--- src/rtl/sm83_pc_seq_if.sv ---
// Request/response bundle between the SM83 control logic and the PC sequencer.
// The master side issues PC requests; the slave side returns the PC and the bus-drive strobes.
interface sm83_pc_seq_if;
    logic        inc;
    logic        dec;
    logic        ld_lo;
    logic        ld_hi;
    logic [7:0]  din;
    logic        rst_vec;
    logic [2:0]  rst_n;
    logic        irq_vec;
    logic [2:0]  irq_n;
    logic        push_req;
    logic [15:0] pc;
    logic [7:0]  dout;
    logic        dbus_hi_oe;
    logic        dbus_lo_oe;
    logic        abus_oe;
    logic        busy;
    logic        err;

    modport master (
        output inc, dec, ld_lo, ld_hi, din, rst_vec, rst_n, irq_vec, irq_n, push_req,
        input  pc, dout, dbus_hi_oe, dbus_lo_oe, abus_oe, busy, err
    );

    modport slave (
        input  inc, dec, ld_lo, ld_hi, din, rst_vec, rst_n, irq_vec, irq_n, push_req,
        output pc, dout, dbus_hi_oe, dbus_lo_oe, abus_oe, busy, err
    );
endinterface

--- src/rtl/sm83_pc_seq.sv ---
// SM83 program-counter sequencer: PC arithmetic, two-byte jump loads, vector loads and
// a two-cycle push of PC onto the internal data bus. All outputs are registered.
//
// state    | meaning
// L_IDLE   | no low jump byte pending
// L_HELD   | low jump byte held in Z, waiting for ld_hi
// P_IDLE   | no push; PC owns the address bus
// P_HI     | pushing PC[15:8] onto the data bus
// P_LO     | pushing PC[7:0] onto the data bus
module sm83_pc_seq #(
    parameter logic [15:0] RESET_PC = 16'h0000,
    parameter logic [15:0] IRQ_BASE = 16'h0040
) (
    input  logic                clk,
    input  logic                nreset,
    sm83_pc_seq_if.slave        bus
);

    typedef enum logic { L_IDLE, L_HELD } ld_state_t;
    typedef enum logic [1:0] { P_IDLE, P_HI, P_LO } push_state_t;

    ld_state_t   ld_st, ld_nxt;
    push_state_t p_st, p_nxt;

    logic [15:0] pc_q, pc_nxt;
    logic [7:0]  z_q, z_nxt;
    logic [7:0]  push_lo, lo_nxt;
    logic        err_q, err_nxt;
    logic [7:0]  dout_q, dout_nxt;
    logic        hi_oe_q, lo_oe_q, abus_oe_q, busy_q;

    logic [15:0] irq_addr, rst_addr;

    assign irq_addr = IRQ_BASE + {10'b0, bus.irq_n, 3'b0};
    assign rst_addr = {10'b0, bus.rst_n, 3'b0};

    always_comb begin
        pc_nxt   = pc_q;
        z_nxt    = z_q;
        ld_nxt   = ld_st;
        err_nxt  = err_q;
        p_nxt    = p_st;
        lo_nxt   = push_lo;
        dout_nxt = 8'h00;

        // Vector loads always win and cancel any half-built jump.
        if (bus.irq_vec) begin
            pc_nxt = irq_addr;
            ld_nxt = L_IDLE;
            if (bus.irq_n > 3'd4) err_nxt = 1'b1;
        end else if (bus.rst_vec) begin
            pc_nxt = rst_addr;
            ld_nxt = L_IDLE;
        end else if (bus.ld_hi) begin
            if (ld_st == L_HELD) begin
                pc_nxt = {bus.din, z_q};
                ld_nxt = L_IDLE;
            end else begin
                pc_nxt  = {bus.din, pc_q[7:0]};
                err_nxt = 1'b1;
            end
        end else if (bus.inc && bus.dec) begin
            err_nxt = 1'b1;
        end else if (bus.inc) begin
            pc_nxt = pc_q + 16'd1;
        end else if (bus.dec) begin
            pc_nxt = pc_q - 16'd1;
        end

        if (bus.ld_lo && !bus.irq_vec && !bus.rst_vec && !bus.ld_hi) begin
            z_nxt  = bus.din;
            ld_nxt = L_HELD;
        end

        // The pushed value is the PC seen at acceptance, before this cycle's update.
        case (p_st)
            P_IDLE: begin
                if (bus.push_req) begin
                    p_nxt    = P_HI;
                    lo_nxt   = pc_q[7:0];
                    dout_nxt = pc_q[15:8];
                end
            end
            P_HI: begin
                p_nxt    = P_LO;
                dout_nxt = push_lo;
                if (bus.push_req) err_nxt = 1'b1;
            end
            P_LO: begin
                p_nxt = P_IDLE;
                if (bus.push_req) err_nxt = 1'b1;
            end
            default: p_nxt = P_IDLE;
        endcase
    end

    always_ff @(posedge clk or negedge nreset) begin
        if (!nreset) begin
            pc_q      <= RESET_PC;
            z_q       <= 8'h00;
            push_lo   <= 8'h00;
            ld_st     <= L_IDLE;
            p_st      <= P_IDLE;
            err_q     <= 1'b0;
            dout_q    <= 8'h00;
            hi_oe_q   <= 1'b0;
            lo_oe_q   <= 1'b0;
            abus_oe_q <= 1'b1;
            busy_q    <= 1'b0;
        end else begin
            pc_q      <= pc_nxt;
            z_q       <= z_nxt;
            push_lo   <= lo_nxt;
            ld_st     <= ld_nxt;
            p_st      <= p_nxt;
            err_q     <= err_nxt;
            dout_q    <= dout_nxt;
            hi_oe_q   <= (p_nxt == P_HI);
            lo_oe_q   <= (p_nxt == P_LO);
            abus_oe_q <= (p_nxt == P_IDLE);
            busy_q    <= (ld_nxt == L_HELD) || (p_nxt != P_IDLE);
        end
    end

    assign bus.pc         = pc_q;
    assign bus.dout       = dout_q;
    assign bus.dbus_hi_oe = hi_oe_q;
    assign bus.dbus_lo_oe = lo_oe_q;
    assign bus.abus_oe    = abus_oe_q;
    assign bus.busy       = busy_q;
    assign bus.err        = err_q;

endmodule

--- src/flat_wrapper.sv ---
// flat-port wrapper written by rule: the top's interface ports become plain ports
module sm83_pc_seq_flat 
#(
    parameter logic [15:0] RESET_PC = 16'h0000,
    parameter logic [15:0] IRQ_BASE = 16'h0040
)
  (clk, nreset, bus_inc, bus_dec, bus_ld_lo, bus_ld_hi, bus_din, bus_rst_vec, bus_rst_n, bus_irq_vec, bus_irq_n, bus_push_req, bus_pc, bus_dout, bus_dbus_hi_oe, bus_dbus_lo_oe, bus_abus_oe, bus_busy, bus_err);
  sm83_pc_seq_if bus_i ();
  input  logic clk;
  input  logic nreset;
  input wire logic [$bits(bus_i.inc)-1:0] bus_inc;
  input wire logic [$bits(bus_i.dec)-1:0] bus_dec;
  input wire logic [$bits(bus_i.ld_lo)-1:0] bus_ld_lo;
  input wire logic [$bits(bus_i.ld_hi)-1:0] bus_ld_hi;
  input wire logic [$bits(bus_i.din)-1:0] bus_din;
  input wire logic [$bits(bus_i.rst_vec)-1:0] bus_rst_vec;
  input wire logic [$bits(bus_i.rst_n)-1:0] bus_rst_n;
  input wire logic [$bits(bus_i.irq_vec)-1:0] bus_irq_vec;
  input wire logic [$bits(bus_i.irq_n)-1:0] bus_irq_n;
  input wire logic [$bits(bus_i.push_req)-1:0] bus_push_req;
  output wire logic [$bits(bus_i.pc)-1:0] bus_pc;
  output wire logic [$bits(bus_i.dout)-1:0] bus_dout;
  output wire logic [$bits(bus_i.dbus_hi_oe)-1:0] bus_dbus_hi_oe;
  output wire logic [$bits(bus_i.dbus_lo_oe)-1:0] bus_dbus_lo_oe;
  output wire logic [$bits(bus_i.abus_oe)-1:0] bus_abus_oe;
  output wire logic [$bits(bus_i.busy)-1:0] bus_busy;
  output wire logic [$bits(bus_i.err)-1:0] bus_err;
  assign bus_i.inc = bus_inc;
  assign bus_i.dec = bus_dec;
  assign bus_i.ld_lo = bus_ld_lo;
  assign bus_i.ld_hi = bus_ld_hi;
  assign bus_i.din = bus_din;
  assign bus_i.rst_vec = bus_rst_vec;
  assign bus_i.rst_n = bus_rst_n;
  assign bus_i.irq_vec = bus_irq_vec;
  assign bus_i.irq_n = bus_irq_n;
  assign bus_i.push_req = bus_push_req;
  assign bus_pc = bus_i.pc;
  assign bus_dout = bus_i.dout;
  assign bus_dbus_hi_oe = bus_i.dbus_hi_oe;
  assign bus_dbus_lo_oe = bus_i.dbus_lo_oe;
  assign bus_abus_oe = bus_i.abus_oe;
  assign bus_busy = bus_i.busy;
  assign bus_err = bus_i.err;
  sm83_pc_seq #(.RESET_PC(RESET_PC), .IRQ_BASE(IRQ_BASE)) u_core (.clk(clk), .nreset(nreset), .bus(bus_i));
endmodule
--- config.mk ---
export PLATFORM = sky130hd
export DESIGN_NAME = sm83_pc_seq_flat
export DESIGN_NICKNAME = d
export VERILOG_FILES = /design/src/rtl/sm83_pc_seq_if.sv /design/src/rtl/sm83_pc_seq.sv /design/src/flat_wrapper.sv
export SDC_FILE = /design/constraint.sdc
export NUM_CORES = 1
export LEC_CHECK = 0
export CAP_MARGIN = 0
export CORE_MARGIN = 3
export CORE_UTILIZATION = 35
export DETAILED_ROUTE_END_ITERATION = 6
export PLACE_DENSITY_LB_ADDON = 0.05
export SYNTH_ARGS = -nofsm -noshare
export SYNTH_HDL_FRONTEND = slang
export SYNTH_SLANG_ARGS = --single-unit
--- constraint.sdc ---
create_clock -name clk -period 4.2 [get_ports clk]
set_clock_uncertainty 0.2 [all_clocks]
set_input_delay 0.63 -clock clk [delete_from_list [all_inputs] [get_ports clk]]
set_output_delay 0.63 -clock clk [all_outputs]
set_load 0.01 [all_outputs]
# Yosys cells after proc, flatten, opt, wreduce, memory -nomap -nowiden
# Index checks and enable logic that the tools add are counted.
[classes]
muxes = 23
n_reduce_logical = 16
order_cmp = 1
add_sub_neg = 3
bitwise_logic = 0
n_div = 0
n_eq_ne = 6
shifts = 0
multipliers = 0
[op_table]
columns = ["operator", "count"]
rows = [
  ["16-bit two-way mux", 6],
  ["16-bit by 1-bit adder with 16-bit output (second input constant)", 1],
  ["8-bit two-way mux", 2],
  ["8-bit case mux with 2 select lines", 1],
  ["16-bit by 1-bit subtractor with 16-bit output (second input constant)", 1],
  ["1-bit two-way mux", 12],
  ["7-bit by 6-bit adder with 8-bit output (first input constant)", 1],
  ["5-bit nonzero test", 1],
  ["2-bit by 1-bit == test with 1-bit output (second input constant)", 2],
  ["2-bit == test (second input constant)", 2],
  ["1-bit logical AND", 4],
  ["2-bit zero test", 2],
  ["4-bit by 1-bit != test with 1-bit output (second input constant)", 1],
  ["4-bit != test (second input constant)", 1],
  ["2-bit case mux with 2 select lines", 1],
  ["2-bit AND reduction", 2],
  ["3-bit > comparator (second input constant)", 1],
  ["1-bit zero test", 3],
  ["3-bit AND reduction", 1],
  ["2-bit two-way mux", 1],
  ["2-bit nonzero test", 1],
  ["2-bit OR reduction", 1],
  ["1-bit logical OR", 1],
]
[word_totals]
register_bits = 48
ram_bits = 0
latch_bits = 0
romBits = 0
word_cells = 61
input_bits = 23
n_memories = 0

# Longest topological paths before layout
# Gate-level depths: netlist of run 1.
[depth]
depth_word = 7
depth_mapped = 10

# Worst setup path before layout of run 1
# No wires, ideal clock.
[synth_timing]
path_type = "input-to-reg"
startpoint = "in bus_inc"
endpoint = "reg u_core.pc_q[15] (netlist: u_core.bus.pc[15])"
path_stages = 9
arrival_time_ps = 2368
setup_slack_ps = 1511
cell_sequence = "inv_1 ha_1 a21o_1 a31oi_1 o211ai_1 a21oi_1 mux2i_1 xnor2_1 a22o_1"
[synth_between]
elab_chain_cells = 5
word_cells_on_any_way = 9
[synth_lines]
columns = ["item", "line", "source"]
rows = [
  ["start: declaration", "flat_wrapper.sv:11", "input wire logic [$bits(bus_i.inc)-1:0] bus_inc;"],
  ["16-bit two-way mux", "sm83_pc_seq.sv:64", "end else if (bus.inc) begin"],
  ["16-bit two-way mux", "sm83_pc_seq.sv:62", "end else if (bus.inc && bus.dec) begin"],
  ["16-bit two-way mux", "sm83_pc_seq.sv:54", "end else if (bus.ld_hi) begin"],
  ["16-bit two-way mux", "sm83_pc_seq.sv:51", "end else if (bus.rst_vec) begin"],
  ["16-bit two-way mux", "sm83_pc_seq.sv:47", "if (bus.irq_vec) begin"],
  ["end signal: assignment", "sm83_pc_seq.sv:111", "pc_q <= pc_nxt;"],
  ["end: declaration", "sm83_pc_seq.sv:25", "logic [15:0] pc_q, pc_nxt;"],
]
# Several ways; a longest one is shown, not always the timed one. The select of a mux whose other input is x is not followed.
# A chain may end at the register's enable or synchronous reset.

# Final worst setup path of run 1
# Same ends and word-level chain as after synthesis.

==> impl_metrics.ini, run 1 <==
[synthesis]
synth_compound_area_share_pct = 22.4
synth_fa_ha_area_share_pct = 8.24
yosys.area_share.simple_pct = 14.8
synthFlopType = dfrtp_1
ys_types = 52
netlist_area_sq_um = 2670
synthXorXnorAreaFrac_pct = 3.61
yosysSeqAreaShare_pct = 44.1
synth-edff-count = 0
synth-seq-cells = 47
yosys_warnings = 0
synthMuxAreaShare_pct = 3.70
syn_area_per_cell_sq_um = 9.79
synth_top_family_by_area = compound AO/OA/AOI/OAI gates
netlist_instances = 273
synthArstFlopShare_pct = 100
synth_nets = 313

[clocking]
numCtsBuffers = 5
cts.sinks = 47
clk_latency_ns = 0.31
cts-resized-gates = 0
root_buffer = clkbuf_8
post_cts_buffers = 0
hold_buffers = 0
cts_tree = done
clock_tree.buffer_depth = 2
htree_levels = 2
clkTransAtPathRegs_ns = 0.09

[detailed_routing]
post_drt_via_cell_ratio = 5.28
antenna_left = 0
drt_iter0_markers = 90
drcViolationCount = 0
wirelength_mm = 7.23
drtPass1Iterations = 4
vias = 2239
post_drt_wl_per_cell_microns = 17.1

[finish]
drive_above_1_share_pct = 7.69
final_cell_mix = clkdlybuf4s50_1 (50), dfrtp_1 (46), nand2_1 (34)
layout_commonest_cell = clkdlybuf4s50_1
finalNetCount = 364
area_growth_pct = 27.1
diodes = 0
finalCoreUtilization_pct = 46.3
stdcell_area_sq_um = 3390

[power]
p_per_area_nw_per_um2 = 419
vdd_drop_max_v = 0.000136
p_leak_uw = 0.00150

[timing]
layout_min_cycle_time_ns = 3.26
finalHoldViolCount = 0
timing.hold.ws_ns = 0.290
rsz0062_at_grt = false
max_freq_mhz = 307
worst_pin_slew_ns = 1.08
finalSetupViolations = 0
finalMaxSlewViolations = 0
min_period_over_period_pct = 77.6
tns_ns = 0
slew_headroom_pct = 28.3

[floorplan]
die_y_microns = 93.4
io_pins = 52
initial_core_util_pct = 36.4
die_w_microns = 93.4
core_sq_um = 7330
die_area_sq_um = 8720
rows = 31

[worst_setup_path]
cp_data_required_time_ns = 4.20
critPathMaxStageDelay_ns = 0.51
crit_path_end_kind = register
cp_max_fo = 15
cp-start-kind = primary input
crit_family = compound AO/OA/AOI/OAI gates
crit_buf_inv = 2
worstPathArrival_ns = 3.27
cpMaxStageDelayCell = clkdlybuf4s50_1
worst-setup-path-type = primary input to register
crit_chain = clkdlybuf4s50_1 -> inv_1 -> ha_1 -> a21o_1 -> a31oi_1 -> o211ai_1 -> a21oi_1 -> mux2i_1 -> xnor2_1 -> a22o_1

[global_route]
antenna_found_initial = 0
grt_first_pass_wirelength_mm = 11.7
grt_max_degree = 48
overflow = 0
grt_pass1_vias = 2165
grt_use_total_pct = 17.4

[run]
maxCapViolCount = 0

[hold_path]
hold_path.class = register to register

[place]
placed_area_sq_um = 3280
port_buffers = 51
dp_hpwl_mm = 5.50
gp_congestion = 0.906

[run_status]
status = finished clean
## state kept, by name, indices dropped and copies added, names as in the netlist
signal and count:
u_core.bus.dbus_hi_oe 1, u_core.bus.busy 1, u_core.ld_st 1, u_core.bus.dbus_lo_oe 1, u_core.bus.dout 8, u_core.push_lo 8, u_core.bus.err 1, u_core.p_st 1
u_core.z_q 8, u_core.bus.pc 16, u_core.bus.abus_oe 1
## cell families after synthesis
| logic type | Yosys count |
|---|---|
| AOI/OAI and AO/OA | 86 |
| and+or+nand+nor | 82 |
| DFF | 47 |
| buffers and inverters | 21 |
| adders and majority gates | 17 |
| xor gates and xnor gates | 11 |
| muxes | 9 |
## power by group
part / internal, uW / switching (uW)
clock: 181 / 170
combinational: 224 / 239
sequential: 551 / 56.8
total: 956 / 466
## cells in the mapped netlist, types with 2 or more instances
cell       n  area [sq um]
clkbuf_1   6          22.5
nand2b_1   3          18.8
o21a_1     3          22.5
nand2_1   34           128
o21ai_0   12          60.1
o21ai_1    7          35.0
xnor2_1    3          26.3
a211oi_1   2          15.0
dfrtp_1   46          1150
ha_1      16           200
a21o_1     7          52.6
nor3_1     7          35.0
o31ai_1    2          15.0
a22o_1     9          78.8
nand3_1    3          15.0
and2_1     2          12.5
xor2_1     8          70.1
a22oi_1    8          60.1
nor2_1    16          60.1
mux2i_1    2          20.0
buf_2      3          15.0
or3_1      2          12.5
a31oi_1    8          50.1
a21oi_1   11          55.1
mux2_2     7          78.8
inv_1     12          45.0
o211ai_1   4          30.0
nor2b_1    6          37.5
## per-layer routing
metal	routed length (microns)	vias up	track usage, %	share of wire (%)
met2	3300	53	26.7	46
met5	0	-	0	0
met3	263	8	2.98	3.6
met4	108	0	6.11	1.5
li1	-	1100	-	-
met1	3550	1078	24.6	49
## cell type report
| type | instances | area [sq um] |
|---|---|---|
| sequential | 47 | 1180 |
| timing repair buffer | 53 | 520 |
| clock inverter | 3 | 47.5 |
| clock buffer | 5 | 68.8 |
| inverter | 12 | 45.0 |
| multi-input combinational | 205 | 1410 |
| tap | 99 | 124 |
| fill | 710 | 3940 |
## worst min-delay path: cells and delay by family, from the launching register on
family | cells | cell delay (ns)
flops | 1 | 0.36
simple gates | 2 | 0.11
## worst paths after layout
check / from / end / slack, ns / cells past startpoint
worst max-delay path: bus_inc / u_core.bus.pc[15] / 0.94 / 10
min in group asynchronous: nreset / u_core.bus.dout[5] / 0.31 / 1
worst min register to register: u_core.push_lo[4] / u_core.push_lo[4] / 0.29 / 2
max in group asynchronous: nreset / u_core.p_st[0] / 2.84 / 1
worst max register to register: u_core.bus.pc[0] / u_core.bus.pc[14] / 1.74 / 9
worst min-delay path: u_core.push_lo[4] / u_core.push_lo[4] / 0.29 / 2
## metrics by stage
stage	power (uW)	setup slack, ns	std cells
after floorplan	880	1.51	273
after detailed placement	1080	0.622	416
after global routing	1520	0.765	424
after global placement	1080	0.674	416
final	1420	0.940	424
after CTS	1440	0.935	424
(Power assumes the default switching activity.)
==> run 2: changes to the inputs <==
Clock period 4.2 ns to 3.4 ns, I/O delays scaled along.
==> run 2 against run 1 <==
Worst hold slack got worse by 0.099 ns. Largest power group unchanged. Critical path depth increased by 1. Combinational power grew 27%. First-iteration DRC count unchanged. Highest routed layer unchanged. Design area increased by 1.5%. Sequential share of layout area shrank 0.53 points.
==> impl_metrics.ini, run 2 (synthesized netlist as in run 1, its figures left out) <==
[run_status]
status = finished clean

[clocking]
post_cts_buffers = 0
clkTransAtPathRegs_ns = 0.10
cts-resized-gates = 0
hold_buffers = 0
cts.sinks = 47
clock_tree.buffer_depth = 2
numCtsBuffers = 5
clk_latency_ns = 0.31
cts_tree = done
htree_levels = 2
root_buffer = clkbuf_8

[global_route]
grt_pass1_vias = 2418
grt_first_pass_wirelength_mm = 12.4
grt_use_total_pct = 18.5
grt_max_degree = 48
overflow = 0
antenna_found_initial = 0

[detailed_routing]
maxUsedRoutingLayer = met4
vias = 2286
met2_length_mm = 3.56
m1WireLength_mm = 3.54
wirelength_mm = 7.52
dr_wl_met3_microns = 299
post_drt_wl_per_cell_microns = 17.5
antenna_left = 0
drtPass1Iterations = 4
post_drt_via_cell_ratio = 5.30
drcViolationCount = 0
drt_iter0_markers = 90

[timing]
timing.hold.ws_ns = 0.190
finalWorstSetupSlack_ns = 0.407
max_freq_mhz = 334
rsz0062_at_grt = false
finalMaxSlewViolations = 0
finalSetupViolations = 0
finalHoldViolCount = 0
worst_pin_slew_ns = 1.07
slew_headroom_pct = 28.9
tns_ns = 0
min_period_over_period_pct = 88.0
layout_min_cycle_time_ns = 2.99

[worst_setup_path]
cp_max_fo = 9
critPathMaxStageDelay_ns = 0.47
worstPathArrival_ns = 3.00
crit_path_end_kind = register
cp-start-kind = primary input
crit_chain = clkdlybuf4s50_1 -> inv_1 -> buf_4 -> ha_1 -> a21o_1 -> a31oi_1 -> o211ai_1 -> a21oi_1 -> mux2i_1 -> xnor2_1 -> a22o_1
cpMaxStageDelayCell = clkdlybuf4s50_1
worst-setup-path-type = primary input to register
cp_data_required_time_ns = 3.41

[finish]
drive_above_1_share_pct = 9.64
nFillCells = 703
diodes = 0
multi_input_area_sq_um = 1410
layout_commonest_cell = clkdlybuf4s50_1
fin_cells = 431
finalNetCount = 371
finalCoreUtilization_pct = 47.0
area_growth_pct = 29.0
final_cell_mix = clkdlybuf4s50_1 (50), dfrtp_1 (46), nand2_1 (34)
seq_area_sq_um = 1180
largest_reg_flops = 16

[floorplan]
die_area_sq_um = 8720
die_y_microns = 93.4
initial_core_util_pct = 36.4
core_sq_um = 7330
rows = 31
io_pins = 52
die_w_microns = 93.4

[power]
p_sw_uw = 584
vdd_drop_max_v = 0.000189
p_per_area_nw_per_um2 = 514
p_int_uw = 1190
swShare_pct = 33.0
seq_power_share_pct = 42.5
pwr-share-comb_pct = 33.1
p_leak_uw = 0.00154
clock_power_share_pct = 24.4

[place]
preCtsSetupSlack_ns = 0.123
dp_hpwl_mm = 5.76
port_buffers = 51
place_inst = 423
gp_congestion = 0.860

[hold_path]
hold_path.class = primary input to asynchronous set/reset pin

[run]
maxCapViolCount = 0
[run 2: cell count changes in the layout (fill, tap and decap cells not counted)]
cell,change
buf_4,+7
[run 2: cell type report]
| type | instances | share of cell area [%] |
|---|---|---|
| clock inverters | 3 | 1.38 |
| clock buffers | 5 | 2.00 |
| well taps | 99 | 3.59 |
| flip-flops and latches | 47 | 34.2 |
| inverters | 12 | 1.31 |
| repair buffers | 60 | 16.6 |
| multi-input cells | 205 | 40.9 |
[run 2: metal layers]
metal | vias up | global-route usage (%)
met2 | 61 | 30.8
met3 | 11 | 2.33
met5 | - | 0
met4 | 0 | 6.84
li1 | 1110 | -
met1 | 1104 | 24.5
[run 2: power groups by stage]
stage | combinational, uW | clock, uW | sequential (uW)
2_1_floorplan | 313 | 0 | 774
3_3_place_gp | 583 | 0 | 762
3_5_place_dp | 587 | 0 | 765
4_1_cts | 590 | 445 | 753
5_1_grt | 656 | 470 | 767
6_report | 586 | 432 | 753
[run 2: path summary, 6_finish.rpt]
kind	start	to	slack, ns	depth (start not counted)
worst max-delay path	bus_inc	u_core.bus.pc[15]	0.41	11
worst min-delay path	nreset	u_core.bus.dout[7]	0.19	1
worst max register to register	u_core.bus.pc[8]	u_core.bus.pc[15]	0.89	8
worst min register to register	u_core.push_lo[2]	u_core.push_lo[2]	0.29	2
max in group asynchronous	nreset	u_core.bus.pc[1]	2.16	1
min in group clk	u_core.push_lo[2]	u_core.push_lo[2]	0.29	2
[run 2: critical path: cells and delay by family]
kind            cells  cell delay (ns)
buf+inv             3             0.84
compound gates      5             0.93
xor+xnor            1             0.10
mux                 1             0.27
fa+ha+maj           1             0.34
[run 2: through the flow]
step,power (uW),instance area (sq um)
2_1_floorplan,1090,2670
3_3_place_gp,1340,3330
3_5_place_dp,1350,3330
4_1_cts,1790,3450
5_1_grt,1890,3450
6_report,1770,3450
==> run 3: changes to the inputs <==
Settings changed: CTS_CLUSTER_DIAMETER set to 200.
==> results of run 3 <==
Final layout, timing and power as in run 2 (identical DEF).
